File: src/rtl/tgif_key_sched_ctrl.sv
// Tweakey register sequencer: LOAD -> ROUND x ROUNDS -> SHIFT x SHIFT_CYCLES -> DONE,
// plus round counter and SKINNY 6-bit round-constant LFSR.
module tgif_key_sched_ctrl #(
  parameter int ROUNDS       = 40,
  parameter int SHIFT_CYCLES = 4,
  parameter int CNT_W        = 6
) (
  input  logic             clk,
  input  logic             rst,
  input  logic             start,
  input  logic             stall,
  output logic             key_enc,
  output logic             key_se,
  output logic             key_ld,
  output logic [CNT_W-1:0] round_cnt,
  output logic [5:0]       rc,
  output logic             busy,
  output logic             done
);

  typedef enum logic [2:0] {S_IDLE, S_LOAD, S_ROUND, S_SHIFT, S_DONE} state_e;

  localparam logic [CNT_W-1:0] LAST_RND  = CNT_W'(ROUNDS - 1);
  localparam logic [CNT_W-1:0] LAST_SHF  = CNT_W'((SHIFT_CYCLES > 0) ? SHIFT_CYCLES - 1 : 0);
  localparam bit               HAS_SHIFT = (SHIFT_CYCLES > 0);
  localparam logic [5:0]       RC_INIT   = 6'h01;

  state_e           state_q, state_d;
  logic [CNT_W-1:0] round_cnt_q, round_cnt_d;
  logic [CNT_W-1:0] shift_cnt_q, shift_cnt_d;
  logic [5:0]       rc_q, rc_d;

  always_ff @(posedge clk) begin
    if (!rst) begin
      state_q     <= S_IDLE;
      round_cnt_q <= '0;
      shift_cnt_q <= '0;
      rc_q        <= RC_INIT;
    end else begin
      state_q     <= state_d;
      round_cnt_q <= round_cnt_d;
      shift_cnt_q <= shift_cnt_d;
      rc_q        <= rc_d;
    end
  end

  always_comb begin
    state_d     = state_q;
    round_cnt_d = round_cnt_q;
    shift_cnt_d = shift_cnt_q;
    rc_d        = rc_q;
    case (state_q)
      S_IDLE: begin
        round_cnt_d = '0;
        shift_cnt_d = '0;
        rc_d        = RC_INIT;
        if (start) state_d = S_LOAD;
      end
      S_LOAD: begin
        if (!stall) begin
          state_d     = S_ROUND;
          round_cnt_d = '0;
          rc_d        = RC_INIT;
        end
      end
      S_ROUND: begin
        if (!stall) begin
          if (round_cnt_q == LAST_RND) begin
            // counters park at their idle values so the datapath sees 0/01 outside rounds
            state_d     = HAS_SHIFT ? S_SHIFT : S_DONE;
            round_cnt_d = '0;
            shift_cnt_d = '0;
            rc_d        = RC_INIT;
          end else begin
            round_cnt_d = round_cnt_q + CNT_W'(1);
            rc_d        = {rc_q[4:0], rc_q[5] ^ rc_q[4] ^ 1'b1};
          end
        end
      end
      S_SHIFT: begin
        if (!stall) begin
          if (shift_cnt_q == LAST_SHF) state_d = S_DONE;
          else shift_cnt_d = shift_cnt_q + CNT_W'(1);
        end
      end
      S_DONE:  state_d = S_IDLE;
      default: state_d = S_IDLE;
    endcase
  end

  always_comb begin
    key_enc = 1'b0;
    key_se  = 1'b0;
    key_ld  = 1'b0;
    busy    = 1'b0;
    done    = 1'b0;
    case (state_q)
      S_LOAD: begin
        key_enc = !stall;
        key_se  = 1'b1;
        key_ld  = 1'b1;
        busy    = 1'b1;
      end
      S_ROUND: begin
        key_enc = !stall;
        busy    = 1'b1;
      end
      S_SHIFT: begin
        key_enc = !stall;
        key_se  = 1'b1;
        busy    = 1'b1;
      end
      S_DONE:  done = 1'b1;
      default: ;
    endcase
  end

  assign round_cnt = round_cnt_q;
  assign rc        = rc_q;

endmodule

File: config.mk
export PLATFORM = sky130hd
export DESIGN_NAME = tgif_key_sched_ctrl
export DESIGN_NICKNAME = d
export VERILOG_FILES = /design/src/rtl/tgif_key_sched_ctrl.sv
export SDC_FILE = /design/constraint.sdc
export NUM_CORES = 1
export LEC_CHECK = 0
export CORE_UTILIZATION = 30
export CTS_CLUSTER_DIAMETER = 200
export CTS_CLUSTER_SIZE = 12
export DETAILED_ROUTE_END_ITERATION = 16
export DONT_BUFFER_PORTS = 1
export GPL_TIMING_DRIVEN = 0
export PLACE_DENSITY = 0.52
export SLEW_MARGIN = 20
export SYNTH_ARGS = -nofsm -noshare
export SYNTH_HDL_FRONTEND = slang
export SYNTH_SLANG_ARGS = --single-unit
File: constraint.sdc
create_clock -name clk -period 2.27 [get_ports clk]
set_input_delay 0.1135 -clock clk [delete_from_list [all_inputs] [get_ports clk]]
set_output_delay 0.1135 -clock clk [all_outputs]
set_load 0.01 [all_outputs]
After elaboration in Yosys (flattened, before gate mapping)
Index checks and enable logic that the tools add are counted.

word-level totals
  bits in registers = 21
  bits in latches = 0
  bits in writable memories = 0
  bits in read-only memories = 0
  output and inout port bits = 17
  word-level logic and storage cells = 55
  memories = 0

operators by class
  $add $sub $neg = 2
  multipliers = 0
  div/mod/pow operators = 0
  $lt $le $gt $ge = 0
  equality and inequality tests = 13
  shift-type cells = 0
  multiplexer cells = 25
  bitwise logic cells = 2
  reduce and logical (&&, ||, !) cells = 9

operator list
  kind                                                             count
  6-bit two-way mux                                                10
  6-bit one-hot mux with 3 select lines                            3
  3-bit two-way mux                                                6
  2-bit != test, second input constant                             7
  6-bit by 1-bit adder with 6-bit output, second input constant    2
  3-bit one-hot mux with 4 select lines                            1
  3-bit by 2-bit == test with 1-bit output, second input constant  2
  6-bit by 2-bit == test with 1-bit output, second input constant  1
  6-bit == test, second input constant                             1
  6-bit AND reduction                                              1
  3-bit nonzero test                                               2
  1-bit two-way mux                                                5
  5-bit AND reduction                                              1
  3-bit by 1-bit == test with 1-bit output, second input constant  1
  3-bit == test, second input constant                             1
  3-bit logical NOT                                                1
  3-bit AND reduction                                              1
  3-bit OR reduction                                               1
  2-bit OR reduction                                               1
  1-bit logical NOT                                                1
  1-bit inverter                                                   1
  1-bit XOR                                                        1

Depth between registers and ports, before layout
  word-level depth = 5
  depth in mapped cells = 5
  depth with buffers taken out = 5

Worst setup path after synthesis
No wires, ideal clock.

  kind = reg-to-reg
  start point = reg round_cnt_q[0], in the netlist round_cnt[0]
  end point = reg shift_cnt_q[4]
  library setup time = 0.116 ns
  data arrival time = 1.564 ns
  required time = 2.154 ns
  slack = 0.590 ns
  stages on the path, launching flop included = 6
  buffers on the path = 0
  clock period less this slack = 1.680 ns
  cell sequence = dfxtp_1 -> ha_1 -> nor2b_1 -> a311oi_2 -> or3_1 -> a31o_2

between the ends
  longest elaborated chain between the ends = 3

ends and longest elaborated chain
  what                           line  text
  start, declared                29    logic [CNT_W-1:0] round_cnt_q, round_cnt_d;
  start signal, assigned         41    round_cnt_q <= round_cnt_d;
  6-bit == test                  68    if (round_cnt_q == LAST_RND) begin
  2-bit != test (no line)        --
  5-bit AND reduction (no line)  --
  end signal, assigned           42    shift_cnt_q <= shift_cnt_d;
  end, declared                  30    logic [CNT_W-1:0] shift_cnt_q, shift_cnt_d;

No other way between the ends.
A chain may end at the register's enable or synchronous reset.

Worst setup path in the final report
  start point = reg round_cnt_q[0], in the netlist round_cnt[0]
  end point = reg shift_cnt_q[2]

Same word-level chain as after synthesis.

==> summary.txt <==
Global route
  – Total global routing overflow: 0
  – Total GRT Usage: 14.0%
  – Largest net degree at the start of global routing: 14
  – Vias in the first global route: 947
  – First-pass GRT wire length: 4510 um
  – Antenna violations before repair: 0

Placed design
  – Pre-CTS WS: 407 ps
  – Buffers added on ports: 0
  – Gpl congestion: 0.805
  – HPWL after DPL: 1900 um

Synthesis
  – Ys flop type: dfxtp_1
  – Top cells by area, synth: dfxtp_1 (36%), nor3_1 (4.3%), a21oi_1 (3.9%)
  – Async SR Flop Fraction: 0%
  – Ys Warns: 0
  – Yosys reg bits: 21
  – Net count after synthesis: 138
  – Syn Inst Count: 132
  – Seq/Total Area, Yosys: 36.4%
  – Top cell type's share of synthesized area: 36.4%
  – Post-synth cell types: 46
  – Synth cell count leaders: dfxtp_1 (21), nor2_1 (12), nor3_1 (10)
  – Mapped Area: 1160 sq um
  – Synth Area per Inst: 8.76 sq um
  – Synth area leader: dfxtp_1
  – EDFF count, synth: 0
  – Count leader, synth: dfxtp_1

Critical path
  – CP Launch Type: flip-flop
  – Largest stage delay, worst path: 470 ps
  – Worst Path Arrival: 2030 ps
  – Worst Path Class, Setup: reg -> reg
  – Crit Path Max Fanout: 5
  – Critical-path cell list: ha_1 -> nor2b_1 -> a311oi_2 -> or3_1 -> a31o_2
  – R2R cell count: 5
  – Worst r2r src: round_cnt[0]
  – End of the worst register-to-register path: shift_cnt_q[2]
  – CP Data Required Time: 2430 ps
  – R2R setup slack: 410 ps
  – CP max stage cell: dfxtp_1
  – Crit end category: flip-flop

Final layout
  – Ant diodes: 0
  – Area of the multi-input gates: 689 sq um
  – Fill cell count: 405
  – Nets: 143
  – Sequential Area: 420 sq um
  – Share of cells above drive strength 1: 14.7%
  – Area growth, synth to finish: 9.42%

Timing
  – Fmax: 537 MHz
  – Count of final max-slew check failures: 0
  – Setup TNS: 0 ps
  – Layout Skew: 5.75 ps
  – Fin. Hold Viols: 0
  – Setup Viol. Count Final: 0
  – Final setup margin: 408 ps
  – Crit share post-route: 82.0%
  – Unrepaired setup endpoints after global routing: no
  – Worst Max-Slew Pin Slew: 535 ps
  – Post-route minimum period: 1860 ps
  – Rel. slew slack: 64.1%

Route
  – Mean routed wirelength per cell: 14.2 um
  – Routed Antenna Nets: 0
  – Vias: 977
  – First-pass DRT Iterations: 4
  – Drt via density: 5.31
  – Starting DRT DRC Count: 28
  – DRC errors left: 0
  – Wirelength, routed: 2610 um

Clocking
  – H-tree depth: 1
  – CTS Sinks: 21
  – CTS tree: done
  – Cts bufs inserted: 3
  – Reg clk slew, reported paths: 90 ps
  – CTS root buffer: clkbuf_8
  – Worst skew pair latency: 270 ps
  – Post-CTS setup buffers: 0
  – Clock Path Buffers: 2
  – # resized after CTS: 0
  – Cts hold-fix bufs: 0

Power and ir drop
  – Power per cell area: 594 nW/um^2
  – Leakage: 0.442 nW
  – Worst VDD drop: 0.312 mV

Floorplanning
  – Initial Util: 31.3%
  – Core area: 3690 sq um
  – Die Area: 4110 sq um
  – I/O pin count: 21
  – Die extent in y: 64.1 um
  – Rows: 22
  – Die width: 64.1 um

Min path
  – Hold Crit Endpoint: state_q[2]
  – Hold path depth: 2
  – Min-Delay Path Class: in -> reg
  – Min-delay src: stall

Status
  – Status: finished, final reports clean

Job
  – Total of max-cap violations: 0
worst max-delay path: cells and delay by family (launching register included):
kind,cells,cell delay (ps)
AND/OR/NAND/NOR,2,590
flip-flops,1,470
AO/OA/AOI/OAI,2,440
adder cells (fa/ha/maj),1,270
metal layers:
metal | global-route usage, % | vias to the layer above | wire length, um
li1 | - | 494 | -
met1 | 18.1 | 456 | 1260
met2 | 22.6 | 21 | 1190
met3 | 2.32 | 6 | 118
met4 | 6.53 | 0 | 43
met5 | 0 | - | 0
power by group:
part / internal [mW] / switching (mW)
clock network: 0.124 / 0.138
registers: 0.376 / 0.0101
logic: 0.0377 / 0.0647
total: 0.538 / 0.213
stage by stage:
step / util, % / instance area, sq um / std cells / hold slack (ps) / total power [mW]
floorplan: - / 1160 / 132 / 278 / 0.478
global placement: 33.0 / 1220 / 180 / 285 / 0.496
detailed placement: 33.0 / 1220 / 180 / 286 / 0.498
CTS: 34.3 / 1260 / 184 / 96.3 / 0.756
global route: 34.3 / 1260 / 184 / 118 / 0.783
finish: 34.3 / 1260 / 184 / 99.6 / 0.751
placed cells by master (no fill, tap or decap), drive strengths merged, types with 2 or more instances in the layout:
cell type	instances
clkbuf	5
nor3	10
o31ai	2
xnor2	4
nand2	8
buf	4
a31oi	2
and3	2
a21boi	2
nor2	14
nor2b	5
o21ai	9
nand3	3
ha	2
a21oi	9
dfxtp	21
mux2i	3
inv	3
a31o	3
and2	2
nand4	3
cell type report:
cell class / count / area share (%)
clock buffer: 3 / 3.26
clock inverter: 1 / 0.593
sequential: 21 / 33.2
tap: 48 / 4.75
multi-input combinational: 102 / 54.5
buffer: 6 / 2.77
inverter: 3 / 0.890
registers in the layout, summed over array words and instances, names as in the netlist:
| name | cells |
|---|---|
| rc | 6 |
| shift_cnt_q | 6 |
| state_q | 3 |
| round_cnt | 6 |
how the worst max path moves through the flow:
stage          cells after the start        endpoint          from
2_1_floorplan                      5  shift_cnt_q[4]  round_cnt[0]
4_1_cts                            5  shift_cnt_q[2]  round_cnt[0]
3_5_place_dp                       5  shift_cnt_q[2]  round_cnt[0]
6_report                           5  shift_cnt_q[2]  round_cnt[0]
3_3_place_gp                       5  shift_cnt_q[4]  round_cnt[0]
5_1_grt                            5  shift_cnt_q[2]  round_cnt[0]
kinds of logic (layout without fill, tap and decap cells):
logic type      count (synthesis)  count (layout)  synth area share, %
mux                             3               3                 2.60
fa+ha+maj                       3               3                 3.35
flops                          21              21                 36.4
simple gates                   58              58                 29.7
xor+xnor                        5               5                 3.79
buf+inv                         9              13                 4.00
compound gates                 33              33                 20.2
Note: power is estimated with default switching activity, not from simulation.
